`config.mk`:
```
export PLATFORM = sky130hd
export DESIGN_NAME = ex_mem_stage
export DESIGN_NICKNAME = d
export VERILOG_FILES = /design/src/rtl/ex_mem_stage.sv
export SDC_FILE = /design/constraint.sdc
export NUM_CORES = 1
export LEC_CHECK = 0
export ABC_AREA = 1
export CELL_PAD_IN_SITES_DETAIL_PLACEMENT = 1
export CELL_PAD_IN_SITES_GLOBAL_PLACEMENT = 1
export CORE_MARGIN = 2
export CORE_UTILIZATION = 31
export DETAILED_ROUTE_END_ITERATION = 10
export PLACE_DENSITY = 0.86
export SETUP_SLACK_MARGIN = 0.3
export SYNTH_ARGS = -nofsm -noshare
export SYNTH_HDL_FRONTEND = slang
export SYNTH_SLANG_ARGS = --single-unit
```
`constraint.sdc`:
```
create_clock -name clk -period 2.03 [get_ports clk]
set_clock_uncertainty 0.05 [all_clocks]
set_input_delay 0.203 -clock clk [delete_from_list [all_inputs] [get_ports clk]]
set_output_delay 0.203 -clock clk [all_outputs]
set_load 0.005 [all_outputs]
```
`src/rtl/ex_mem_stage.sv`:
```
`default_nettype none
// ============================================================================
// Module   : ex_mem_stage
// Purpose  : EX/MEM pipeline register with writeback/memory decode, branch
//            resolution and an overflow trap state machine.
// Revision : 1.0  initial release
// ============================================================================
module ex_mem_stage #(
    parameter logic [31:0] EXC_VECTOR = 32'h8000_0180
) (
    input  logic        clk,
    input  logic        reset,
    input  logic        in_valid,
    output logic        in_ready,
    input  logic [31:0] instruction,
    input  logic [31:0] alu_result,
    input  logic [2:0]  alu_flags,
    input  logic [31:0] store_data,
    input  logic [31:0] pc_plus4,
    output logic        out_valid,
    input  logic        out_ready,
    output logic [31:0] out_result,
    output logic [31:0] out_store_data,
    output logic        out_wb_en,
    output logic [4:0]  out_wb_reg,
    output logic        out_mem_read,
    output logic        out_mem_write,
    output logic        branch_taken,
    output logic [31:0] branch_target,
    output logic        trap,
    input  logic        trap_ack,
    output logic [31:0] retired_count
);

    localparam logic [5:0] c_OP_RTYPE = 6'b000000;
    localparam logic [5:0] c_OP_BEQ   = 6'b000100;
    localparam logic [5:0] c_OP_BNE   = 6'b000101;
    localparam logic [5:0] c_OP_ADDI  = 6'b001000;
    localparam logic [5:0] c_OP_XORI  = 6'b001110;
    localparam logic [5:0] c_OP_LW    = 6'b100011;
    localparam logic [5:0] c_OP_SW    = 6'b101011;
    localparam logic [5:0] c_FN_ADD   = 6'b100000;
    localparam logic [5:0] c_FN_SUB   = 6'b100010;

    typedef enum logic [0:0] {
        ST_RUN  = 1'b0,
        ST_TRAP = 1'b1
    } state_t;

    state_t      r_state;
    state_t      w_state_next;

    logic        r_out_valid;
    logic [31:0] r_out_result;
    logic [31:0] r_out_store_data;
    logic        r_out_wb_en;
    logic [4:0]  r_out_wb_reg;
    logic        r_out_mem_read;
    logic        r_out_mem_write;
    logic        r_branch_taken;
    logic [31:0] r_branch_target;
    logic [31:0] r_retired_count;

    logic [5:0]  w_opcode;
    logic [5:0]  w_funct;
    logic        w_is_imm;
    logic        w_ovf;
    logic        w_br_cond;
    logic [4:0]  w_dst;
    logic        w_wb_en;
    logic        w_mem_read;
    logic        w_mem_write;
    logic [31:0] w_br_offset;
    logic        w_accept;
    logic        w_release;
    logic        w_unused;

    assign w_opcode    = instruction[31:26];
    assign w_funct     = instruction[5:0];
    assign w_is_imm    = (w_opcode >= c_OP_ADDI) && (w_opcode <= c_OP_XORI);
    assign w_br_offset = {{14{instruction[15]}}, instruction[15:0], 2'b00};
    assign w_unused    = ^{instruction[25:21], alu_flags[1]};

    always_comb begin
        w_dst       = instruction[20:16];
        w_wb_en     = 1'b0;
        w_mem_read  = 1'b0;
        w_mem_write = 1'b0;
        w_br_cond   = 1'b0;
        w_ovf       = 1'b0;
        if (w_opcode == c_OP_RTYPE) begin
            w_dst   = instruction[15:11];
            w_wb_en = 1'b1;
            w_ovf   = alu_flags[0] && ((w_funct == c_FN_ADD) || (w_funct == c_FN_SUB));
        end else if (w_is_imm) begin
            w_wb_en = 1'b1;
            w_ovf   = alu_flags[0] && (w_opcode == c_OP_ADDI);
        end else if (w_opcode == c_OP_LW) begin
            w_wb_en    = 1'b1;
            w_mem_read = 1'b1;
        end else if (w_opcode == c_OP_SW) begin
            w_mem_write = 1'b1;
        end else if (w_opcode == c_OP_BEQ) begin
            w_br_cond = alu_flags[2];
        end else if (w_opcode == c_OP_BNE) begin
            w_br_cond = !alu_flags[2];
        end
        // A trapping instruction must leave no architectural side effects
        if (w_ovf) begin
            w_wb_en     = 1'b0;
            w_mem_read  = 1'b0;
            w_mem_write = 1'b0;
        end
        if (w_dst == 5'd0) begin
            w_wb_en = 1'b0;
        end
    end

    assign in_ready  = (r_state == ST_RUN) && (!r_out_valid || out_ready) && !reset;
    assign w_accept  = in_valid && in_ready;
    assign w_release = r_out_valid && out_ready;

    always_ff @(posedge clk) begin
        if (reset) begin
            r_state <= ST_RUN;
        end else begin
            r_state <= w_state_next;
        end
    end

    always_comb begin
        w_state_next = r_state;
        case (r_state)
            ST_RUN:  if (w_accept && w_ovf) w_state_next = ST_TRAP;
            ST_TRAP: if (trap_ack)          w_state_next = ST_RUN;
            default: w_state_next = ST_RUN;
        endcase
    end

    always_ff @(posedge clk) begin
        if (reset) begin
            r_out_valid      <= 1'b0;
            r_out_result     <= 32'd0;
            r_out_store_data <= 32'd0;
            r_out_wb_en      <= 1'b0;
            r_out_wb_reg     <= 5'd0;
            r_out_mem_read   <= 1'b0;
            r_out_mem_write  <= 1'b0;
            r_branch_taken   <= 1'b0;
            r_branch_target  <= 32'd0;
            r_retired_count  <= 32'd0;
        end else begin
            if (w_accept) begin
                r_out_valid      <= 1'b1;
                r_out_result     <= alu_result;
                r_out_store_data <= store_data;
                r_out_wb_en      <= w_wb_en;
                r_out_wb_reg     <= w_dst;
                r_out_mem_read   <= w_mem_read;
                r_out_mem_write  <= w_mem_write;
            end else if (w_release) begin
                r_out_valid <= 1'b0;
            end
            r_branch_taken <= w_accept && (w_ovf || w_br_cond);
            if (w_accept && w_ovf) begin
                r_branch_target <= EXC_VECTOR;
            end else if (w_accept && w_br_cond) begin
                r_branch_target <= pc_plus4 + w_br_offset;
            end
            if (w_release) begin
                r_retired_count <= r_retired_count + 32'd1;
            end
        end
    end

    assign out_valid      = r_out_valid;
    assign out_result     = r_out_result;
    assign out_store_data = r_out_store_data;
    assign out_wb_en      = r_out_wb_en;
    assign out_wb_reg     = r_out_wb_reg;
    assign out_mem_read   = r_out_mem_read;
    assign out_mem_write  = r_out_mem_write;
    assign branch_taken   = r_branch_taken;
    assign branch_target  = r_branch_target;
    assign trap           = (r_state == ST_TRAP);
    assign retired_count  = r_retired_count;

endmodule
`default_nettype wire

```
; ---- Word-level counts from Yosys, hierarchy flattened
; Index checks and enable logic that the tools add are counted.
[op_classes]
bitwise = 1
magnitude_cmp = 2
n_mux = 29
eq_ne = 7
reduce_logical = 21
add_sub_neg = 2
[ops]
columns = op, count
row1 = $mux 32, 2
row2 = $add 32x1->32 const B, 1
row3 = $add 32x32->32, 1
row4 = $mux 1, 25
row5 = $eq 6x6->1 const B, 4
row6 = $eq 6x3->1 const B, 2
row7 = $logic_and 1x1->1, 10
row8 = $eq 6x4->1 const B, 1
row9 = $ge 6x4->1 const B, 1
row10 = $le 6x4->1 const B, 1
row11 = $logic_not 6->1, 1
row12 = $logic_not 5->1, 1
row13 = $mux 5, 1
row14 = $reduce_bool 2->1, 2
row15 = $logic_not 1->1, 3
row16 = $logic_or 1x1->1, 3
row17 = $pmux 1 s2, 1
row18 = $reduce_or 2->1, 1
row19 = $not 1->1, 1
[totals]
elab_cells = 74
regBits = 139
output_inout_bits = 140

; ---- Longest topological paths before layout
; Gate-level depths: netlist of run 1.
[depth]
word_depth = 10
ltp_mapped = 16

; ---- Worst setup path before layout of run 1
; No wires, ideal clock.
[synth_timing]
path_type = input to register
startpoint = input port instruction[0]
endpoint = register r_branch_target[20], in the netlist branch_target[20]
setup_time_ps = 113
arrival_time_ps = 1603
required_ps = 1867
stages = 15
setup_slack_ps = 264
path_cell_list = ha_1 -> inv_1 -> fa_1 -> inv_1 -> nand3_1 -> nand2_1 -> nand2_1 -> nand2_1 -> nand2_1 -> nand2_1 -> nand2_1 -> nand2_1 -> nor2_1 -> o21ai_1 -> inv_1
[synth_between]
elab_chain_len = 6
elab_cells_between_ends = 8
cone_classes = 1 x add/sub / 2 x eq/ne / 1 x mux / 4 x reduce/logical
[synth_rtl]
columns = element, line
row1 = from (decl), 15  ; input logic [31:0] instruction,
row2 = "parallel branches: the longest is 6 deep, another holds $add 32x32->32", n/a
row3 = to (signal assigned), 168  ; r_branch_target <= pc_plus4 + w_br_offset;
row4 = to (decl), 61  ; logic [31:0] r_branch_target;
; Parallel ways; which one is timed is not known.
; A chain may end at the register's enable or synchronous reset.

; ---- Worst setup path after layout of run 1
[layout_timing]
startpoint = input port instruction[28]
endpoint = register r_branch_target[15], in the netlist branch_target[15]
[layout_between]
elab_chain_len = 8
elab_cells_between_ends = 21
cone_classes = 2 x order compare / 5 x eq/ne / 8 x mux / 6 x reduce/logical
[layout_rtl]
columns = element, line
row1 = $eq 6x3->1, 105  ; end else if (w_opcode == c_OP_BNE) begin
row2 = $mux 1, 105
row3 = $mux 1, 103  ; end else if (w_opcode == c_OP_BEQ) begin
row4 = $mux 1, 101  ; end else if (w_opcode == c_OP_SW) begin
row5 = $mux 1, 98  ; end else if (w_opcode == c_OP_LW) begin
row6 = $mux 1, 95  ; end else if (w_is_imm) begin
row7 = $mux 1, 91  ; if (w_opcode == c_OP_RTYPE) begin
row8 = $logic_and 1x1->1, 167  ; end else if (w_accept && w_br_cond) begin
; Parallel ways exist; a longest one is shown, timed or not.

==> results of run 1 <==
==> metal layers <==
metal  wire length [um]  up-vias  part of all wire  track usage
met5                  0        -                 0            0
met4               2650        0             0.063        0.147
met2              22000      457              0.52        0.530
li1                   -     4492                 -            -
met1              15200     4909              0.36        0.293
met3               2390      180             0.056       0.0639
==> cell usage in the layout (no fill, tap or decap), types with 7 or more instances in the layout <==
cell             Yosys  routed
buf_6                4      12
buf_16               0       9
inv_2                5      15
nor3_1              18      11
nor3_2               5       8
nor2_2               4      23
inv_8                0       7
nand4_1             13      13
dfxtp_1            139     124
nand3_2              2      12
clkbuf_16            0      19
nand2_1            371     333
a21oi_2              0      31
nor2_1             117      83
o21ai_1              8      11
o21ai_2              0       8
dfxtp_2              0      13
buf_4                1     120
nand2_2              2      33
dlygate4sd2_1        0      18
ha_2                 0       7
a31oi_1              8       8
ha_4                 0      19
nor2_4               2      17
buf_12               0      11
xor2_1              19      18
nand3_1            119     103
dlymetal6s2s_1       0      11
clkdlybuf4s50_1      0     239
a21oi_1             61      27
inv_1              130     117
o21ai_0             32      21
==> worst paths after layout <==
check / from / end / slack, ns
setup / recovery: instruction[28] / branch_target[15] / 0.05
hold / removal: store_data[26] / out_store_data[26] / 0.27
setup reg to reg: out_valid / branch_target[15] / 0.13
hold reg to reg: out_store_data[9] / out_store_data[9] / 0.41
==> kinds of logic after synthesis <==
group / Yosys count / share of synthesized area
buf+inv: 169 / 0.0904
flops: 139 / 0.370
xor+xnor: 21 / 0.0244
simple gates: 666 / 0.375
compound gates: 123 / 0.0879
fa+ha+maj: 31 / 0.0525
==> power by group through the flow <==
stage,Clock (W),Combinational (W),Sequential (W)
after floorplan,0,0.000646,0.00297
after global placement,0,0.00158,0.00296
after detailed placement,0,0.00164,0.00297
after CTS,0.00321,0.00183,0.00291
after global routing,0.00336,0.00228,0.00292
final,0.00318,0.00216,0.00291
==> timing repair <==
action                                  4_1_cts  5_1_grt
pin swaps                                    35       55
buffers inserted                             13       17
gates resized for setup                     144      173
endpoints found under the setup margin       43      122
hold buffers                                  0        0
cloned                                        9        3
hold endpoints to repair                      0        0
==> worst min-delay path, stage by stage <==
cell and delay, ns:
clkdlybuf4s50_1 0.39, nand2_1 0.06, nand2_1 0.05
==> layout make-up <==
class                   count  area share
clock inverters            14      0.0111
repair buffers            425       0.314
inverters                 136      0.0388
clock buffers              18      0.0314
well taps                 324      0.0296
multi-input cells         841       0.369
flip-flops and latches    139       0.205
diodes                      3    0.000549
==> through the flow <==
stage               utilization  cell area [um2]  hold WS, ns  setup TNS, ns
finish                    0.567            13700        0.272              0
global placement          0.472            11400        0.400          -5.78
detailed placement        0.472            11400        0.409          -8.53
global route              0.567            13700        0.267       -0.00261
CTS                       0.532            12800        0.244              0
floorplan                     -             7530        0.264              0
==> run metrics, run 1 <==
I/O pin count 276; DR DRC count 0; Post-synth top cells nand2_1, dfxtp_1, inv_1, nand3_1, nor2_1; Worst Hold Depth 3; clock-pin slew on the worst setup and hold paths 0.07 ns; WP buf/inv 6; status finished clean; Async SR Flop Fraction 0; syn_nets 1,316; period utilisation layout 0.973; fin cells 1,900; layout cells sized above 1 0.263; post-layout net count 1,727; Max H-tree Level 4; post-synthesis sequential area ratio 0.370; Pleak 6.09 nW; Gate power share 0.262; min cycle time layout 1.98 ns; Slowest-stage cell, CP clkdlybuf4s50_1; register area 2810 um2; Syn-to-layout area delta 81.6%; DP Wirelength 24.5 mm; Cells after Synth 1,149; Int Pwr 0.00564 W; post-synthesis register bit count 139; Post-synth EDFFs 0; endpoints failing hold 0; CTS tree done; number of DRC markers in iteration 0 587; Setup WS pre-CTS -0.437 ns; largest net degree at the start of global routing 79; Vias/cell 5.28; Reg2Reg Depth 13; worst skew pair latency 0.43 ns; drt wl/cell 22.3 um; Die Ht 160 um; CP required 2.34 ns; startpoint types input port; site row count 57; initial core utilization 0.312; Total GRT Usage 0.282; Tightest Hold Check Type in -> reg; CTS max path bufs 2; synth warn 0; Final WS setup 0.0547 ns; multi-input logic area 5050 um2; I/O Buffers 269; Total Power 0.00825 W; endpoints failing setup 0; most frequent cell after synthesis nand2_1; Clk pwr share 0.386; Pre-Repair DR Iteration Count 5; pins over their slew limit 0; max cap viols 0; critical path's top delay family buffers and inverters; top_reg_cell synth dfxtp_1; first-pass GRT wire length 57.0 mm; Critical Path, Cell by Cell clkdlybuf4s50_1 -> inv_2 -> nor3_1 -> nand3_1 -> nor3_4 -> buf_6 -> buf_12 -> buf_16 -> nor2_2 -> nor2_1 -> o21ai_1 -> inv_1; switch share 0.316; Max Fanout on Critical Path 5; vias in the first global route 10,500; routed vias 10,000; relative slew slack 0.721; crit path kind in -> reg; FILL cells 2,898; Slowest Stage Delay on Critical Path 0.56 ns; unrepaired setup endpoints after global routing true; largest area contributor in the netlist dfxtp_1; Core Area 24,100 um2; Routed WL 42.3 mm; Cell variety after synth 39; maximum vdd drop 0.478 mV; GPL Wtd Cong 0.894; mean post-synth cell area 6.55 um2; Sw Pwr 0.00261 W; die area 25,500 um2; Placed Instances 1,823; WP depth 12; Peak Freq 506 MHz; PD cells 604 nW/um2; clock root buffer master clkbuf_16; CTS sink cnt 139; Worst Path Arrival 2.29 ns; Syn Std Cell Area 7530 um2; die width 160 um; Worst Setup End Kind register; Final ANT Viol Nets 0; synth top area cells dfxtp_1, nand2_1, nand3_1, inv_1, nor2_1; sequential share of power 0.352; top cell type's share of synthesized area 0.370; Worst-Margin Slew 0.419 ns; GRT overflow 0; total CTS buffers 17; number of antenna violations at the first check in global routing 3
Power figures use the tool's default switching activity.
==> inputs of run 2 (changes only) <==
Settings changed: CAP_MARGIN set to 0.
==> results of run 2 <==
No change in the layout: final DEF, timing and power equal those of run 1.
